$ cat config.mk
export PLATFORM = sky130hd
export DESIGN_NAME = prime_scan_ctrl_flat
export DESIGN_NICKNAME = d
export VERILOG_FILES = /design/src/rtl/prime_pkg.sv /design/src/rtl/prime_scan_ctrl_if.sv /design/src/rtl/prime_out_reg.sv /design/src/rtl/prime_scan_ctrl.sv /design/src/flat_wrapper.sv
export SDC_FILE = /design/constraint.sdc
export NUM_CORES = 1
export LEC_CHECK = 0
export BUFFER_PORTS_ARGS = -buffer_cell sky130_fd_sc_hd__buf_4
export CORE_UTILIZATION = 56
export DETAILED_ROUTE_END_ITERATION = 10
export HOLD_SLACK_MARGIN = 0.03
export PLACE_DENSITY = 0.93
export SETUP_SLACK_MARGIN = 0.15
export SLEW_MARGIN = 20
export SYNTH_ARGS = -nofsm -noshare
export SYNTH_HDL_FRONTEND = slang
export SYNTH_SLANG_ARGS = --single-unit
$ cat constraint.sdc
create_clock -name clk -period 4.9 [get_ports clk]
set_clock_uncertainty 0.2 [all_clocks]
set_input_delay 0.245 -clock clk [delete_from_list [all_inputs] [get_ports clk]]
set_output_delay 0.245 -clock clk [all_outputs]
set_load 0.05 [all_outputs]
$ cat src/rtl/prime_pkg.sv
// Shared types and constants for the prime range scanner.
package prime_pkg;

    // Candidate width; the external detector is a fixed 4-bit block.
    localparam int unsigned PRIME_W = 4;

    // Default width of the prime counter (at most 6 primes exist below 16).
    localparam int unsigned PRIME_CNT_W = 5;

    // Bit k set when k is prime, for k in 0..15.
    localparam logic [15:0] PRIME_MAP_4B = 16'h28AC;

    typedef enum logic [1:0] {
        StIdle,
        StEval,
        StEmit,
        StDone
    } scan_state_e;

endpackage

$ cat src/rtl/prime_scan_ctrl_if.sv
// Valid/ready stream carrying each prime found by the scanner.
interface prime_scan_ctrl_if;
    import prime_pkg::*;

    logic               out_valid;
    logic               out_ready;
    logic [PRIME_W-1:0] out_data;

    // Producer side: the scanner.
    modport master (
        output out_valid,
        output out_data,
        input  out_ready
    );

    // Consumer side.
    modport slave (
        input  out_valid,
        input  out_data,
        output out_ready
    );

endinterface

$ cat src/rtl/prime_out_reg.sv
// Holding register for one stream beat; clear takes priority over load.
module prime_out_reg
    import prime_pkg::*;
(
    input  logic               clk,
    input  logic               rst,
    input  logic               load_i,
    input  logic [PRIME_W-1:0] data_i,
    input  logic               clear_i,
    output logic               valid_o,
    output logic [PRIME_W-1:0] data_o
);

    logic               valid_q, valid_d;
    logic [PRIME_W-1:0] data_q, data_d;

    // Next-state: data is only replaced on load, so it stays stable while stalled.
    always_comb begin
        valid_d = valid_q;
        data_d  = data_q;
        if (clear_i) begin
            valid_d = 1'b0;
        end else if (load_i) begin
            valid_d = 1'b1;
            data_d  = data_i;
        end
    end

    // State registers with synchronous reset.
    always_ff @(posedge clk) begin
        if (rst) begin
            valid_q <= 1'b0;
            data_q  <= '0;
        end else begin
            valid_q <= valid_d;
            data_q  <= data_d;
        end
    end

    assign valid_o = valid_q;
    assign data_o  = data_q;

endmodule

$ cat src/rtl/prime_scan_ctrl.sv
// Sweeps [lo, hi] through an external prime detector, streaming each prime found
// and accumulating a count and a bitmap of the primes seen.
module prime_scan_ctrl
    import prime_pkg::*;
#(
    parameter int unsigned W     = PRIME_W,
    parameter int unsigned CNT_W = PRIME_CNT_W
) (
    input  logic                clk,
    input  logic                rst,
    input  logic                start,
    input  logic [W-1:0]        lo,
    input  logic [W-1:0]        hi,
    input  logic                abort,
    output logic [W-1:0]        num,
    input  logic                is_prime,
    prime_scan_ctrl_if.master   out_if,
    output logic                busy,
    output logic                done,
    output logic                err,
    output logic [CNT_W-1:0]    prime_count,
    output logic [(2**W)-1:0]   prime_map
);

    localparam int unsigned MapW = 2 ** W;

    scan_state_e      st_q, st_d;
    logic [W-1:0]     cur_q, cur_d;
    logic [W-1:0]     hi_q, hi_d;
    logic [CNT_W-1:0] count_q, count_d;
    logic [MapW-1:0]  map_q, map_d;
    logic             err_q, err_d;
    logic             done_q, done_d;

    logic             emit_load;
    logic             emit_clear;
    logic             emit_fire;
    logic             at_hi;

    // Compare before increment so hi=15 ends the scan without wrapping cur.
    assign at_hi     = (cur_q == hi_q);
    assign emit_fire = out_if.out_valid && out_if.out_ready;

    // Sequencer next-state; abort outranks every other action in a scan.
    always_comb begin
        st_d       = st_q;
        cur_d      = cur_q;
        hi_d       = hi_q;
        count_d    = count_q;
        map_d      = map_q;
        err_d      = err_q;
        done_d     = 1'b0;
        emit_load  = 1'b0;
        emit_clear = 1'b0;

        unique case (st_q)
            StIdle: begin
                if (start && !abort) begin
                    cur_d   = lo;
                    hi_d    = hi;
                    count_d = '0;
                    map_d   = '0;
                    err_d   = (lo > hi);
                    st_d    = (lo > hi) ? StDone : StEval;
                end
            end
            StEval: begin
                if (abort) begin
                    st_d = StIdle;
                end else if (is_prime) begin
                    emit_load    = 1'b1;
                    count_d      = count_q + CNT_W'(1);
                    map_d[cur_q] = 1'b1;
                    st_d         = StEmit;
                end else if (at_hi) begin
                    st_d = StDone;
                end else begin
                    cur_d = cur_q + W'(1);
                end
            end
            StEmit: begin
                if (abort) begin
                    emit_clear = 1'b1;
                    st_d       = StIdle;
                end else if (emit_fire) begin
                    emit_clear = 1'b1;
                    if (at_hi) begin
                        st_d = StDone;
                    end else begin
                        cur_d = cur_q + W'(1);
                        st_d  = StEval;
                    end
                end
            end
            StDone: begin
                // done is registered, so it pulses on the cycle after this one.
                done_d = !abort;
                st_d   = StIdle;
            end
            default: begin
                st_d = StIdle;
            end
        endcase
    end

    // Sequencer state and registered results, synchronous reset.
    always_ff @(posedge clk) begin
        if (rst) begin
            st_q    <= StIdle;
            cur_q   <= '0;
            hi_q    <= '0;
            count_q <= '0;
            map_q   <= '0;
            err_q   <= 1'b0;
            done_q  <= 1'b0;
        end else begin
            st_q    <= st_d;
            cur_q   <= cur_d;
            hi_q    <= hi_d;
            count_q <= count_d;
            map_q   <= map_d;
            err_q   <= err_d;
            done_q  <= done_d;
        end
    end

    prime_out_reg u_out_reg (
        .clk     (clk),
        .rst     (rst),
        .load_i  (emit_load),
        .data_i  (cur_q),
        .clear_i (emit_clear),
        .valid_o (out_if.out_valid),
        .data_o  (out_if.out_data)
    );

    assign num         = cur_q;
    assign busy        = (st_q == StEval) || (st_q == StEmit);
    assign done        = done_q;
    assign err         = err_q;
    assign prime_count = count_q;
    assign prime_map   = map_q;

endmodule

$ cat src/flat_wrapper.sv
// flat-port wrapper written by rule: the top's interface ports become plain ports
module prime_scan_ctrl_flat import prime_pkg::*;
#(
    parameter int unsigned W     = PRIME_W,
    parameter int unsigned CNT_W = PRIME_CNT_W
)
  (clk, rst, start, lo, hi, abort, num, is_prime, busy, done, err, prime_count, prime_map, out_if_out_valid, out_if_out_data, out_if_out_ready);
  prime_scan_ctrl_if out_if_i ();
  input  logic clk;
  input  logic rst;
  input  logic start;
  input  logic [W-1:0] lo;
  input  logic [W-1:0] hi;
  input  logic abort;
  output logic [W-1:0] num;
  input  logic is_prime;
  output logic busy;
  output logic done;
  output logic err;
  output logic [CNT_W-1:0] prime_count;
  output logic [(2**W)-1:0] prime_map;
  output wire logic [$bits(out_if_i.out_valid)-1:0] out_if_out_valid;
  output wire logic [$bits(out_if_i.out_data)-1:0] out_if_out_data;
  input wire logic [$bits(out_if_i.out_ready)-1:0] out_if_out_ready;
  assign out_if_out_valid = out_if_i.out_valid;
  assign out_if_out_data = out_if_i.out_data;
  assign out_if_i.out_ready = out_if_out_ready;
  prime_scan_ctrl #(.W(W), .CNT_W(CNT_W)) u_core (.clk(clk), .rst(rst), .start(start), .lo(lo), .hi(hi), .abort(abort), .num(num), .is_prime(is_prime), .out_if(out_if_i), .busy(busy), .done(done), .err(err), .prime_count(prime_count), .prime_map(prime_map));
endmodule
Word-level counts from Yosys, hierarchy flattened
Cells that the tools add are included.
W data, S select, Z words.
{"block": "op_classes", "n_addsub": 2, "div_mod_pow": 0, "n_shift": 0, "n_mul": 0, "n_mux": 32, "n_eq_ne": 12, "n_reduce_logical": 15, "bitwise": 3, "magnitude_cmp": 3}
{"operator": "$mux W16", "count": 3}
{"operator": "$pmux W16 S2", "count": 1}
{"operator": "$mux W4", "count": 6}
{"operator": "$mux W2", "count": 8}
{"operator": "$or A16 B16 Y16", "count": 1}
{"operator": "$mux W5", "count": 3}
{"operator": "$pmux W4 S3", "count": 1}
{"operator": "$pmux W5 S2", "count": 1}
{"operator": "$ne A2 B2 Y1 const B", "count": 4}
{"operator": "$pmux W2 S4", "count": 1}
{"operator": "$mux W1", "count": 7}
{"operator": "$reduce_and A6 Y1", "count": 1}
{"operator": "$add A5 B1 Y5 const B", "count": 1}
{"operator": "$lt A4 B5 Y1 const B", "count": 1}
{"operator": "$add A4 B1 Y4 const B", "count": 1}
{"operator": "$demux W1 S4", "count": 1}
{"operator": "$eq A2 B2 Y1 const B", "count": 2}
{"operator": "$eq A4 B4 Y1", "count": 1}
{"operator": "$ge A4 B1 Y1 const B", "count": 1}
{"operator": "$gt A4 B4 Y1", "count": 1}
{"operator": "$ne A2 B1 Y1 const B", "count": 2}
{"operator": "$ne A4 B3 Y1 const B", "count": 1}
{"operator": "$reduce_and A2 Y1", "count": 2}
{"operator": "$reduce_and A4 Y1", "count": 1}
{"operator": "other kinds (11)", "count": 15}
{"block": "word_totals", "n_memories": 0, "reg_bits": 38, "rom_bits": 0, "ram_bits": 0, "word_cells": 76, "latchBits": 0}

Longest topological paths before layout
Gate-level depths: netlist of run 1.
{"block": "logic_depth", "ltp_word": 8, "mapped_depth": 9}

Hierarchy
A second synthesis of run 1 with hierarchy kept.
{"block": "hier_totals", "cells_unflattened": 205, "hier_area_um2": 1878.1}
{"module": "prime_scan_ctrl", "area_per_inst_um2": 1665.3, "cells_each": 185, "n_inst": 1}
{"module": "prime_out_reg", "area_per_inst_um2": 212.7, "cells_each": 20, "n_inst": 1}

Worst setup path before layout of run 1
No wires, ideal clock.
{"block": "synth_path", "kind": "register to register", "from": "register u_core.st_q[0]", "to": "register u_core.cur_q[2] (netlist: u_core.num[2])", "slack_ps": 2689, "path_buffers": 1, "t_required_ps": 4621, "setup_ps": 79, "arrival_ps": 1932, "stages_incl_launch_ff": 7, "cell_sequence": "dfxtp_1 inv_1 ha_1 buf_2 a221o_2 a32o_2 a211oi_2"}
{"block": "synth_via", "elab_chain_len": 3, "word_cells_on_any_way": 11, "classes_between": "7 x eq/ne; 1 x mux; 3 x reduce/logical"}
{"item": "start: declaration", "line_no": "prime_scan_ctrl.sv:27", "text": "scan_state_e st_q, st_d;"}
{"item": "start signal: assignment", "line_no": "prime_scan_ctrl.sv:109", "text": "st_q <= StIdle;"}
{"item": "start signal: assignment", "line_no": "prime_scan_ctrl.sv:117", "text": "st_q <= st_d;"}
{"item": "$eq A2 B2 Y1, or another cell as far along", "line_no": "prime_scan_ctrl.sv:56", "text": "unique case (st_q)"}
{"item": "$ne A2 B1 Y1 (no source line), or another cell as far along"}
{"item": "$reduce_and A6 Y1 (no source line)"}
{"item": "end signal: assignment", "line_no": "prime_scan_ctrl.sv:118", "text": "cur_q <= cur_d;"}
{"item": "end: declaration", "line_no": "prime_scan_ctrl.sv:28", "text": "logic [W-1:0] cur_q, cur_d;"}
Parallel ways exist; a longest one is shown, timed or not.
A chain may end at the register's enable or synchronous reset.

Final worst setup path of run 1
{"block": "layout_path", "from": "register u_core.st_q[1]", "to": "register u_core.count_q[0] (netlist: u_core.prime_count[0])"}
{"block": "layout_via", "elab_chain_len": 3, "word_cells_on_any_way": 8, "classes_between": "4 x eq/ne; 1 x mux; 3 x reduce/logical"}
{"item": "$eq A2 B1 Y1 or $logic_not A2 Y1 (tied branches)", "line_no": "prime_scan_ctrl.sv:56"}
{"item": "$ne A2 B2 Y1 (no source line), or another cell as far along"}
{"item": "$reduce_and A4 Y1 (no source line)"}
{"item": "end signal: assignment", "line_no": "prime_scan_ctrl.sv:120", "text": "count_q <= count_d;"}
{"item": "end: declaration", "line_no": "prime_scan_ctrl.sv:30", "text": "logic [CNT_W-1:0] count_q, count_d;"}
Parallel ways exist; a longest one is shown, timed or not.

==> results of run 1 <==
-- sequential cells by signal (all words and copies together), names as in the netlist --
signal	count
u_core.prime_map	16
u_core.prime_count	5
u_core.hi_q	4
u_core.num	4
u_core.u_out_reg.data_o	4
u_core.st_q	2
u_core.done	1
u_core.err	1
u_core.u_out_reg.valid_o	1
-- per-stage QoR --
step | hold slack, ns | cells
2_1_floorplan | 0.189 | 206
3_3_place_gp | 0.259 | 288
3_5_place_dp | 0.265 | 288
4_1_cts | 0.0441 | 301
5_1_grt | 0.0867 | 301
6_report | 0.0574 | 301
-- synthesized netlist by cell type, types with 2 or more instances --
cell type  number
a31oi_1        17
mux2i_1         4
nand3_1         4
xor2_1          7
nor3b_1         2
clkbuf_1        4
a211oi_1        3
a21oi_1        14
inv_1          13
nand4_1         3
nand2_1         5
o21ai_0         3
buf_2           5
dfxtp_1        38
nor2_1         41
nand2b_1        5
nor2b_1         4
nand4b_1        2
ha_1           13
-- worst paths after layout --
path         slack, ns               endpoint            startpoint
max               2.58  u_core.prime_count[0]        u_core.st_q[1]
min               0.06         u_core.hi_q[1]                 hi[1]
max reg2reg       2.58  u_core.prime_count[0]        u_core.st_q[1]
min reg2reg       0.28   u_core.prime_map[13]  u_core.prime_map[13]
-- worst max-delay path: stages, from the launching register on --
cell	delay, ns
dfxtp_1	0.34
inv_1	0.10
ha_1	0.34
mux2i_1	0.17
nor3_4	0.64
nand2_1	0.12
mux2_2	0.28
nor2_1	0.08
-- routing by layer --
layer	part of all wire	up-vias
met3	0.055	8
met1	0.46	718
li1	-	822
met5	0	-
met4	0.014	0
met2	0.47	66
-- layout make-up --
| class | count | area (um^2) | share of cell area |
|---|---|---|---|
| clock buffers | 7 | 55.1 | 0.0240 |
| well taps | 44 | 55.1 | 0.0240 |
| multi-input cells | 146 | 966 | 0.421 |
| inverters | 13 | 48.8 | 0.0213 |
| repair buffers | 52 | 403 | 0.176 |
| clock inverters | 1 | 5.00 | 0.00218 |
| flip-flops and latches | 38 | 761 | 0.332 |
-- power groups by stage --
stage	sequential (W)	clock [W]	combinational [W]
3_3_place_gp	0.000380	0	0.000501
4_1_cts	0.000374	0.000172	0.000514
6_report	0.000374	0.000169	0.000522
2_1_floorplan	0.000437	0	0.000343
5_1_grt	0.000378	0.000184	0.000573
3_5_place_dp	0.000381	0	0.000509
-- cell families after synthesis --
kind of cell / count (synthesis)
AO/OA/AOI/OAI: 51
adder cells (fa/ha/maj): 13
AND/OR/NAND/NOR: 70
buffers and inverters: 22
XOR/XNOR: 7
flip-flops: 38
multiplexers: 5
==> impl_metrics.py, run 1 <==
metrics = {
    "setup_path": {
        "cp-start-kind": "register",
        "reg2regPathDepth": 7,
        "crit_fanout": 23,
        "crit_type": "reg -> reg",
        "crit_required_ns": 4.98,
        "endpoint_kind": "register",
        "arrival_ns": 2.40,
    },
    "yosys": {
        "synth_seq_cells": 38,
        "synthMuxAreaShare": 0.0284,
        "synth_area_leader_cell": "dfxtp_1",
        "synthAdderAreaFrac": 0.0902,
        "synthesis.instances": 206,
        "synth-xor-area-share": 0.0340,
        "synth_top_family_by_area": "compound AO/OA/AOI/OAI gates",
        "syn_area_um2": 1800,
        "synth_compound_area_frac": 0.189,
        "synth.area.top_cells": "dfxtp_1, ha_1, nor2_1",
        "synth_edf_count": 0,
        "ys_warn_count": 0,
        "syn-num-nets": 233,
        "ys_seq_area_frac": 0.422,
        "synth-async-reset-ratio": 0,
        "yosys.area_share.simple": 0.188,
        "avgSynthCellArea_um2": 8.76,
        "synth.top_cell.area_share": 0.422,
        "ys_types": 38,
        "synth-main-ff-cell": "dfxtp_1",
    },
    "die": {
        "die_x_um": 58.8,
        "die_h_um": 58.8,
        "num_rows": 20,
        "start_util": 0.591,
        "ios": 47,
        "dieArea_um2": 3450,
        "core_area_um2": 3050,
    },
    "clocking": {
        "clkTransAtPathRegs_ns": 0.11,
        "cts_inserted_buffers": 5,
        "post_cts_buffers": 0,
        "ctsHoldBuffers": 5,
        "cts_tree": "built",
        "htreeDepth": 2,
        "clockBufferDepth": 2,
        "clock_latency_ns": 0.34,
        "ctsResizeCount": 0,
        "clockRootBuffer": "clkbuf_4",
        "cts_sinks": 38,
    },
    "power_and_ir_drop": {
        "power.total_w": 0.00106,
        "p_clk_frac": 0.158,
        "irDropWorstVdd_v": 0.000481,
        "switching_share": 0.438,
        "pwr-share-comb": 0.490,
        "p_switching_w": 0.000466,
        "p_int_w": 0.000598,
        "p_per_area_nw_per_um2": 464,
        "p_seq_frac": 0.351,
        "p_leak_nw": 1.03,
    },
    "timing": {
        "setup_ws_ns": 2.58,
        "hold_viol_final": 0,
        "fin_crit_sh": 0.473,
        "fmax_ghz": 0.432,
        "slew_viol_final": 0,
        "slew_headroom": 0.509,
        "rsz0062_at_grt": "false",
        "worstMarginPinSlew_ns": 0.735,
        "setup_tns_ns": 0,
        "fin_crit_ns": 2.32,
        "setup_violations": 0,
    },
    "finish": {
        "fill_cells": 245,
        "layout_common_cells": "buf_4, nor2_1, dfxtp_1",
        "antennaDiodeCount": 0,
        "final_common_cell": "buf_4",
        "layout-drive-gt1-share": 0.241,
        "finish.instance_area_um2": 2290,
        "area_delta_synth_final_pct": 27.1,
        "final_util": 0.751,
        "fin_nets": 283,
    },
    "placed_design": {
        "place_ws_ns": 2.38,
        "gp_congestion": 0.805,
        "hpwl_um": 2820,
        "placed_cell_area_um2": 2180,
        "io_buffers": 46,
    },
    "grt": {
        "grt_pass1_vias": 1439,
        "antenna_found_initial": 0,
        "overflow": 0,
        "grt_use_met3": 0.0659,
        "grt_busiest_layer": "met2",
        "grt_max_degree": 24,
        "grt_use_total": 0.240,
        "grt_pass1_wl_um": 6290,
        "grtUsageMet2": 0.414,
        "grtUsageMet1": 0.285,
    },
    "hold_path": {
        "hold_path_class": "in -> reg",
        "hold_depth": 5,
    },
    "job": {
        "drv_cap": 0,
    },
    "route": {
        "drc": 0,
        "vias": 1614,
        "ant_nets": 0,
        "avgRoutedWirePerCell_um": 12.8,
        "dr.pass1.iters": 4,
        "drt-initial-drc-count": 44,
        "wl_um": 3840,
        "viasPerCell": 5.36,
    },
    "outcome": {
        "status": "completed",
    },
}
Note: power is estimated with default switching activity, not from simulation.
==> run 2, diff against run 1 <==
--- a/config.mk
+++ b/config.mk
@@ -6,10 +6,10 @@
 export NUM_CORES = 1
 export LEC_CHECK = 0
 export BUFFER_PORTS_ARGS = -buffer_cell sky130_fd_sc_hd__buf_4
-export CORE_UTILIZATION = 56
+export CORE_UTILIZATION = 52
 export DETAILED_ROUTE_END_ITERATION = 10
 export HOLD_SLACK_MARGIN = 0.03
-export PLACE_DENSITY = 0.93
+export PLACE_DENSITY = 0.88
 export SETUP_SLACK_MARGIN = 0.15
 export SLEW_MARGIN = 20
 export SYNTH_ARGS = -nofsm -noshare
==> constraint.sdc (replaced) <==
create_clock -name clk -period 2.17 [get_ports clk]
set_clock_uncertainty 0.2 [all_clocks]
set_input_delay 0.1085 -clock clk [delete_from_list [all_inputs] [get_ports clk]]
set_output_delay 0.1085 -clock clk [all_outputs]
set_load 0.05 [all_outputs]
==> impl_metrics.py, run 2 (synthesis gave the netlist of run 1 again) <==
metrics = {
    "outcome": {
        "status": "completed",
    },
    "job": {
        "drv_cap": 0,
    },
    "grt": {
        "grt_use_total": 0.241,
        "grt_pass1_vias": 1460,
        "antenna_found_initial": 0,
        "overflow": 0,
        "grt_pass1_wl_um": 6600,
        "grt_max_degree": 21,
    },
    "setup_path": {
        "crit_path_top_delay_cell": "a221o_2",
        "cp.depth": 7,
        "r2r_setup_slack_ns": 0.19,
        "crit_fanout": 6,
        "cpPeakStageDelay_ns": 0.41,
        "crit_required_ns": 2.22,
        "reg2reg_to": "u_core.num[2]",
        "endpoint_kind": "register",
        "cp-start-kind": "register",
        "r2r_start": "u_core.st_q[1]",
        "path_cells": "inv_4 -> ha_4 -> nand2b_1 -> a21o_1 -> a221o_2 -> a32o_2 -> a211oi_2",
        "crit_type": "reg -> reg",
        "crit_start": "u_core.st_q[1]",
        "reg2regPathDepth": 7,
        "endpoint": "u_core.num[2]",
        "path_buf_inv": 1,
        "arrival_ns": 2.03,
        "crit_family": "compound AO/OA/AOI/OAI gates",
    },
    "finish": {
        "fin_nets": 295,
        "final_common_cell": "buf_4",
        "largest_reg_flops": 16,
        "fin_cells": 315,
        "antennaDiodeCount": 0,
        "area_delta_synth_final_pct": 36.6,
        "layout_common_cells": "buf_4, nor2_1, dfxtp_1",
        "layout-drive-gt1-share": 0.305,
    },
    "route": {
        "dr.pass1.iters": 4,
        "avgRoutedWirePerCell_um": 13.3,
        "wl_um": 4190,
        "drc": 0,
        "ant_nets": 0,
        "vias": 1677,
        "drt-initial-drc-count": 108,
        "viasPerCell": 5.32,
    },
    "placed_design": {
        "dp_cells": 293,
        "io_buffers": 46,
        "gp_congestion": 0.819,
        "hpwl_um": 2820,
    },
    "die": {
        "ios": 47,
        "die_x_um": 60.9,
        "start_util": 0.541,
        "dieArea_um2": 3710,
        "num_rows": 21,
        "core_area_um2": 3340,
        "die_h_um": 60.9,
    },
    "clocking": {
        "cts_sinks": 38,
        "clockRootBuffer": "clkbuf_4",
        "htreeDepth": 2,
        "clockBufferDepth": 2,
        "cts_tree": "built",
        "cts_inserted_buffers": 5,
        "clock_latency_ns": 0.33,
        "clkTransAtPathRegs_ns": 0.10,
    },
    "timing": {
        "hold_viol_final": 0,
        "fin_crit_ns": 1.98,
        "slew_headroom": 0.712,
        "fin_crit_sh": 0.914,
        "worst_hold_slack_ns": 0.0818,
        "rsz0062_at_grt": "false",
        "setup_violations": 0,
        "worstMarginPinSlew_ns": 0.429,
        "slew_viol_final": 0,
        "setup_tns_ns": 0,
        "fmax_ghz": 0.504,
    },
    "power_and_ir_drop": {
        "irDropWorstVdd_v": 0.00110,
        "p_per_area_nw_per_um2": 1070,
        "p_leak_nw": 1.10,
    },
    "hold_path": {
        "hold_path_class": "in -> reg",
        "hp-start": "start",
    },
}
## run 2: cell types whose count changed in the layout (fill, tap and decap cells not counted), sizes merged
cell,previous run,this run
dlygate4sd3,5,11
buf,47,53
## run 2: final cells by class
type,count,area [um^2]
repair buffers,64,512
well taps,46,57.6
clock inverters,1,5.00
inverters,13,51.3
fillers,258,872
flip-flops and latches,38,771
clock buffers,7,55.1
multi-input cells,146,1010
## run 2: per-stage QoR
step                      instance area, um^2   util  worst slack (ns)  power (W)
after global placement                   2220  0.667             0.150    0.00208
after global routing                     2460  0.739             0.126    0.00280
after CTS                                2420  0.724             0.157    0.00253
final                                    2460  0.739             0.186    0.00263
after detailed placement                 2220  0.667             0.107    0.00211
after floorplan                          1830      -             0.124    0.00181
## run 2: where the power goes
group	internal [W]	leakage [nW]	switching, W
clock network	0.000157	0.0353	0.000218
logic	0.000569	0.753	0.000820
registers	0.000776	0.310	0.0000886
## run 2: repair_timing
action / CTS / global route
gates resized for setup: 4 / 8
hold buffers: 11 / 0
buffers inserted: 1 / 2
pin swaps: 0 / 7
endpoints found under the hold margin: 19 / 0
setup endpoints to repair: 18 / 22
gates cloned: 0 / 0
## run 2: worst register-to-register path: stages (launching register included)
cell and delay (ns):
dfxtp_2 0.38, inv_4 0.06, ha_4 0.18, nand2b_1 0.14, a21o_1 0.17, a221o_2 0.41, a32o_2 0.23, a211oi_2 0.14
## run 2: per-layer routing
metal | up-vias | global-route usage | part of all wire
met3 | 7 | 0.0576 | 0.044
met2 | 53 | 0.405 | 0.49
li1 | 843 | - | -
met5 | - | 0 | 0
met1 | 774 | 0.306 | 0.45
met4 | 0 | 0.0714 | 0.012
## run 2: worst min path at each step
stage	endpoint	slack (ns)	cells after the start
3_3_place_gp	u_core.done	0.15	2
3_5_place_dp	u_core.done	0.16	2
4_1_cts	u_core.st_q[0]	0.07	5
2_1_floorplan	u_core.hi_q[0]	0.05	2
5_1_grt	u_core.num[1]	0.09	4
6_report	u_core.st_q[0]	0.08	5
